$ cat src/rtl/ps2_rx_fifo_pkg.sv
// ps2_pkg: types, line levels and helpers shared by the PS/2 receive path.
//   ps2_state_t         frame decoder states
//   START_LVL/STOP_LVL  required data levels of the start and stop bits
//   ps2_timeout_cycles  inter-edge timeout in system clock cycles
package ps2_pkg;

  typedef enum logic [1:0] {
    IDLE   = 2'd0,
    DATA   = 2'd1,
    PARITY = 2'd2,
    STOP   = 2'd3
  } ps2_state_t;

  localparam logic START_LVL = 1'b0;
  localparam logic STOP_LVL  = 1'b1;

  function automatic int unsigned ps2_timeout_cycles(input int unsigned clk_hz,
                                                     input int unsigned timeout_us);
    return (clk_hz / 32'd1000000) * timeout_us;
  endfunction

endpackage

$ cat src/rtl/ps2_rx_fifo_sync_filter.sv
// ps2_sync_filter: synchronises the raw PS/2 pins, glitch-filters the clock
// and emits a one-cycle strobe on each filtered falling edge.
//   clock, reset  system clock, async active-high reset
//   ps2_clk       raw PS/2 clock pin
//   ps2_dat       raw PS/2 data pin
//   fall          one-cycle pulse: filtered ps2_clk went 1 -> 0
//   dat_bit       synchronised ps2_dat captured with the falling edge
// Pin-to-fall latency is FILTER+2 cycles.
module ps2_sync_filter #(
  parameter int unsigned FILTER = 4
) (
  input  logic clock,
  input  logic reset,
  input  logic ps2_clk,
  input  logic ps2_dat,
  output logic fall,
  output logic dat_bit
);

  logic [1:0] clk_sync;
  logic [1:0] dat_sync;
  logic       filt;
  logic [3:0] cnt;

  always_ff @(posedge clock or posedge reset) begin
    if (reset) begin
      clk_sync <= 2'b11;
      dat_sync <= 2'b11;
    end else begin
      clk_sync <= {clk_sync[0], ps2_clk};
      dat_sync <= {dat_sync[0], ps2_dat};
    end
  end

  // cnt tracks how many consecutive samples disagree with the filtered
  // level; the FILTER-th disagreeing sample commits the change.
  always_ff @(posedge clock or posedge reset) begin
    if (reset) begin
      filt    <= 1'b1;
      cnt     <= 4'd0;
      fall    <= 1'b0;
      dat_bit <= 1'b1;
    end else begin
      fall <= 1'b0;
      if (clk_sync[1] != filt) begin
        if (cnt == 4'(FILTER - 1)) begin
          filt    <= clk_sync[1];
          cnt     <= 4'd0;
          fall    <= filt;
          dat_bit <= dat_sync[1];
        end else begin
          cnt <= cnt + 4'd1;
        end
      end else begin
        cnt <= 4'd0;
      end
    end
  end

endmodule

$ cat src/rtl/ps2_rx_fifo.sv
// ps2_rx_fifo: PS/2 device-to-host receiver with a first-word-fall-through
// scancode FIFO and sticky error flags.
//   clock, reset        system clock, async active-high reset
//   ps2_clk, ps2_dat    raw PS/2 pins
//   rd                  pop strobe (ignored when empty)
//   clr_err             clears overflow/perr/ferr
//   data                FIFO head byte, 0 when empty
//   valid               FIFO not empty
//   count               occupancy 0..DEPTH
//   hit                 one-cycle pulse per byte written into the FIFO
//   overflow/perr/ferr  sticky dropped-byte / parity / framing flags
//
// state  | meaning
// IDLE   | waiting for a start bit (dat=0 on a falling edge)
// DATA   | shifting in 8 data bits, LSB first
// PARITY | latching odd-parity result
// STOP   | checking stop bit, requesting push or flagging the error
module ps2_rx_fifo
  import ps2_pkg::*;
#(
  parameter int unsigned CLK_HZ     = 25000000,
  parameter int unsigned DEPTH      = 16,
  parameter int unsigned TIMEOUT_US = 2000,
  parameter int unsigned FILTER     = 4
) (
  input  logic                       clock,
  input  logic                       reset,
  input  logic                       ps2_clk,
  input  logic                       ps2_dat,
  input  logic                       rd,
  input  logic                       clr_err,
  output logic [7:0]                 data,
  output logic                       valid,
  output logic [$clog2(DEPTH):0]     count,
  output logic                       hit,
  output logic                       overflow,
  output logic                       perr,
  output logic                       ferr
);

  localparam int unsigned TO = ps2_timeout_cycles(CLK_HZ, TIMEOUT_US);
  localparam int TW = $clog2(TO + 1);
  localparam int AW = $clog2(DEPTH);
  localparam int CW = AW + 1;

  logic             fall;
  logic             dat_bit;
  ps2_state_t       state;
  logic [2:0]       bit_cnt;
  logic [7:0]       shreg;
  logic             parity_ok;
  logic [TW-1:0]    tmr;
  logic             push_req;
  logic [7:0]       push_byte;
  logic             timeout;
  logic             stop_evt;
  logic             ferr_evt;
  logic             perr_evt;

  ps2_sync_filter #(.FILTER(FILTER)) u_filter (
    .clock   (clock),
    .reset   (reset),
    .ps2_clk (ps2_clk),
    .ps2_dat (ps2_dat),
    .fall    (fall),
    .dat_bit (dat_bit)
  );

  // Down-counter reloaded on each edge; an edge in the terminal cycle wins.
  assign timeout  = !fall && (state != IDLE) && (tmr == TW'(1));
  assign stop_evt = fall && (state == STOP);
  assign ferr_evt = (stop_evt && (dat_bit != STOP_LVL)) || timeout;
  assign perr_evt = stop_evt && !parity_ok;

  always_ff @(posedge clock or posedge reset) begin
    if (reset) begin
      state     <= IDLE;
      bit_cnt   <= 3'd0;
      shreg     <= 8'h00;
      parity_ok <= 1'b0;
      tmr       <= '0;
      push_req  <= 1'b0;
      push_byte <= 8'h00;
    end else begin
      push_req <= 1'b0;
      if (fall) begin
        tmr <= TW'(TO);
        case (state)
          IDLE: begin
            if (dat_bit == START_LVL) begin
              state   <= DATA;
              bit_cnt <= 3'd0;
            end
          end
          DATA: begin
            shreg   <= {dat_bit, shreg[7:1]};
            bit_cnt <= bit_cnt + 3'd1;
            if (bit_cnt == 3'd7) state <= PARITY;
          end
          PARITY: begin
            parity_ok <= (^shreg) ^ dat_bit;
            state     <= STOP;
          end
          STOP: begin
            if ((dat_bit == STOP_LVL) && parity_ok) begin
              push_req  <= 1'b1;
              push_byte <= shreg;
            end
            state <= IDLE;
          end
          default: state <= IDLE;
        endcase
      end else if (state != IDLE) begin
        if (timeout) state <= IDLE;
        else         tmr   <= tmr - TW'(1);
      end
    end
  end

  // FIFO
  logic [7:0]    mem [DEPTH];
  logic [AW-1:0] wr_ptr;
  logic [AW-1:0] rd_ptr;
  logic          full;
  logic          do_pop;
  logic          do_push;
  logic          ovf_evt;

  assign full    = (count == CW'(DEPTH));
  assign do_pop  = rd && (count != '0);
  // A pop in the same cycle frees the slot, so a full FIFO still accepts.
  assign do_push = push_req && (!full || do_pop);
  assign ovf_evt = push_req && full && !do_pop;

  assign valid = (count != '0);
  assign data  = valid ? mem[rd_ptr] : 8'h00;

  always_ff @(posedge clock) begin
    if (do_push) mem[wr_ptr] <= push_byte;
  end

  always_ff @(posedge clock or posedge reset) begin
    if (reset) begin
      wr_ptr <= '0;
      rd_ptr <= '0;
      count  <= '0;
      hit    <= 1'b0;
    end else begin
      hit <= do_push;
      if (do_push) wr_ptr <= wr_ptr + AW'(1);
      if (do_pop)  rd_ptr <= rd_ptr + AW'(1);
      case ({do_push, do_pop})
        2'b10:   count <= count + CW'(1);
        2'b01:   count <= count - CW'(1);
        default: count <= count;
      endcase
    end
  end

  // Sticky flags: a new event outranks clr_err in the same cycle.
  always_ff @(posedge clock or posedge reset) begin
    if (reset) begin
      overflow <= 1'b0;
      perr     <= 1'b0;
      ferr     <= 1'b0;
    end else begin
      if (ovf_evt)      overflow <= 1'b1;
      else if (clr_err) overflow <= 1'b0;
      if (perr_evt)     perr <= 1'b1;
      else if (clr_err) perr <= 1'b0;
      if (ferr_evt)     ferr <= 1'b1;
      else if (clr_err) ferr <= 1'b0;
    end
  end

endmodule

$ cat config.mk
export PLATFORM = sky130hd
export DESIGN_NAME = ps2_rx_fifo
export DESIGN_NICKNAME = d
export VERILOG_FILES = /design/src/rtl/ps2_rx_fifo_pkg.sv /design/src/rtl/ps2_rx_fifo_sync_filter.sv /design/src/rtl/ps2_rx_fifo.sv
export SDC_FILE = /design/constraint.sdc
export NUM_CORES = 1
export LEC_CHECK = 0
export BUFFER_PORTS_ARGS = -buffer_cell sky130_fd_sc_hd__buf_2
export CAP_MARGIN = 0
export CORE_AREA = 2 2 137 139
export CTS_BUF_LIST = sky130_fd_sc_hd__clkbuf_4 sky130_fd_sc_hd__clkbuf_8
export CTS_CLUSTER_DIAMETER = 100
export CTS_CLUSTER_SIZE = 25
export DETAILED_ROUTE_END_ITERATION = 10
export DIE_AREA = 0 0 139 141
export SLEW_MARGIN = 25
export SYNTH_ARGS = -nofsm -noshare
export SYNTH_HDL_FRONTEND = slang
export SYNTH_SLANG_ARGS = --single-unit
export TNS_END_PERCENT = 50
$ cat constraint.sdc
create_clock -name clock -period 5.4 [get_ports clock]
set_input_delay 0.27 -clock clock [delete_from_list [all_inputs] [get_ports clock]]
set_output_delay 0.27 -clock clock [all_outputs]
set_load 0.05 [all_outputs]
==> flow_summary.ini <==
[outcome]
status = complete, no violations

[floorplanning]
start_util_pct = 44.2
coreArea_um2 = 18300
rows = 50
die_h_um = 141
ios = 24
die_area_um2 = 19600
die_width_um = 139

[clock_tree]
cts_buffer_depth = 2
clock_latency_ns = 0.47
clockRootBuffer = clkbuf_8
clkSlewWorstSetupHoldPaths_ns = 0.10
cts_tree = yes
h-tree-depth = 4
postCtsSetupBuffers = 0
cts-buffers-inserted = 17
cts_sinks = 195

[synth]
synth_warnings = 0
async_flop_share_pct = 34.4
synth_edf_count = 128
syn-num-nets = 535
synth-seq-cells = 195
ys_seq_area_share_pct = 68.4
synth_cells = 514
synthFlopType = edfxtp_1
syn_area_um2 = 8080
avgSynthCellArea_um2 = 15.7
synth_cell_types = 54

[hold_path]
hp-class = input port to async pin

[critical_path]
r2r_slack_ns = 2.52
cp_top_family = flip-flops
r2r_cells = 8
cp.depth = 5
crit_path_cell_trace = buf_4 > mux4_2 > a22oi_1 > a21oi_1 > buf_2
cp_num_buf_inv = 2
crit_arrival_ns = 2.89
critical_path_required_ns = 5.13
critPathMaxStageDelay_ns = 0.77
crit_path_start_kind = flip-flop
cp-end-kind = primary output
worstReg2RegStart = count[1]
slowest_stage = dfrtp_2
reg2reg_to = count[4]
cp-startpoint = rd_ptr[0]
crit_fanout = 18
criticalPathCategory = flip-flop to primary output

[routing]
finalWirelength_mm = 15.7
drt_iter0_drc = 309
drt-wirelength-per-cell_um = 19.9
drcViolationCount = 0
firstDrtPassIters = 5
vias = 4339
drtAntennaViolNets = 0
vias_per_cell = 5.48

[placed_design]
hpwlAfterDp_mm = 10.1
pre_cts_slack_ns = 2.57
gp_congestion = 0.794
portBuffers = 23

[cells_and_area]
area_delta_synth_final_pct = 9.63
n_antenna_cell = 0
nNetsFinal = 566
utilization_pct = 48.5
layout-drive-gt1-share_pct = 21.3
final_common_cell = edfxtp_1
layout_common_cells = edfxtp_1 (128), dfrtp_1 (60), nand2_1 (47)

[global_route]
grt_use_total_pct = 16.9
grt.overflow.total = 0
antenna_found_initial = 0
grt_start_max_net_pins = 68
grt_pass1_vias = 4355
grt_pass1_wl_mm = 24.9

[job]
cap_violations = 0

[timing]
skew_ns = 0.0117
period_share_pct = 58.5
max_freq_mhz = 316
rsz0062_at_grt = no
worst_pin_slew_ns = 1.03
setup_violations = 0
slew-limit-headroom_pct = 31.1
fin_crit_ns = 3.16
tns_ns = 0
timing.final.ws_setup_ns = 2.24
finalHoldViolCount = 0
slew_violations = 0

[power]
p_total_mw = 2.79
p_per_area_nw_per_um2 = 316
p_leak_nw = 3.52
vdd_drop_max_v = 0.000192
[timing repair]
action | 4_1_cts | 5_1_grt
gates resized for setup | 0 | 0
hold buffers | 3 | 0
hold endpoints to repair | 4 | 0
[synth_stat cells, types with 5 or more instances]
| master | n | area (um^2) |
|---|---|---|
| nor2b_1 | 5 | 31.3 |
| edfxtp_1 | 128 | 3840 |
| clkbuf_1 | 11 | 41.3 |
| nor3_1 | 6 | 30.0 |
| nand2b_1 | 11 | 68.8 |
| mux2_2 | 11 | 124 |
| or3_1 | 8 | 50.1 |
| buf_2 | 5 | 25.0 |
| mux4_2 | 32 | 721 |
| ha_1 | 15 | 188 |
| inv_1 | 12 | 45.0 |
| a22oi_1 | 16 | 120 |
| nand2_1 | 47 | 176 |
| nor2_1 | 28 | 105 |
| buf_1 | 5 | 18.8 |
| dfstp_2 | 6 | 158 |
| nand4_1 | 5 | 31.3 |
| xnor2_1 | 25 | 219 |
| dfrtp_1 | 61 | 1530 |
| a21oi_1 | 19 | 95.1 |
[worst max-delay path by stage]
stage,endpoint,slack [ns]
2_1_floorplan,count[4],2.73
3_3_place_gp,count[4],2.58
3_5_place_dp,count[4],2.57
4_1_cts,data[2],2.11
5_1_grt,data[2],2.00
6_report,data[2],2.24
[stage by stage]
step	instances	instance area, um^2	hold WS, ns
2_1_floorplan	514	8080	0.274
3_3_place_gp	757	8450	0.347
3_5_place_dp	757	8450	0.347
4_1_cts	792	8860	0.0606
5_1_grt	792	8860	0.103
6_report	792	8860	0.0339
[report_power, final]
group          switching (mW)  internal (mW)  leakage (nW)
registers              0.0681           1.64          2.34
clock network           0.520          0.374         0.174
logic                  0.0956         0.0962          1.01
[cells by family (layout without fill, tap and decap cells)]
family	count (synthesis)	in the layout	synth area share, %
xor gates and xnor gates	29	29	3.14
DFF	195	195	68.4
muxes	44	44	10.6
buffers and inverters	34	78	1.66
and+or+nand+nor	133	133	8.49
AOI/OAI and AO/OA	64	64	5.38
adders and majority gates	15	15	2.32
[registers in the layout, indices dropped and copies added (netlist names), 3 cells and up]
| signal | flops |
|---|---|
| bit_cnt | 3 |
| count | 5 |
| mem | 128 |
| push_byte | 8 |
| rd_ptr | 4 |
| shreg | 8 |
| tmr | 16 |
| u_filter.cnt | 4 |
| wr_ptr | 4 |
[layer usage]
metal | part of all wire [%] | track usage (%)
met2 | 48 | 26.3
met5 | 0 | 0
met3 | 5.9 | 4.35
met1 | 44 | 23.4
met4 | 1.4 | 5.74
[worst register-to-register path: cells and delay by family (launching register included)]
kind | cells | cell delay, ns
AOI/OAI and AO/OA | 3 | 0.86
xor gates and xnor gates | 1 | 0.07
adders and majority gates | 1 | 0.22
DFF | 1 | 0.47
and+or+nand+nor | 3 | 1.19
[layout make-up]
class,count,area [um^2]
fillers,1566,9410
flip-flops and latches,195,5530
multi-input cells,285,2420
well taps,234,293
clock buffers,18,241
repair buffers,33,198
clock inverters,14,130
inverters,13,48.8
No activity file was read; power rests on OpenSTA's default activity.
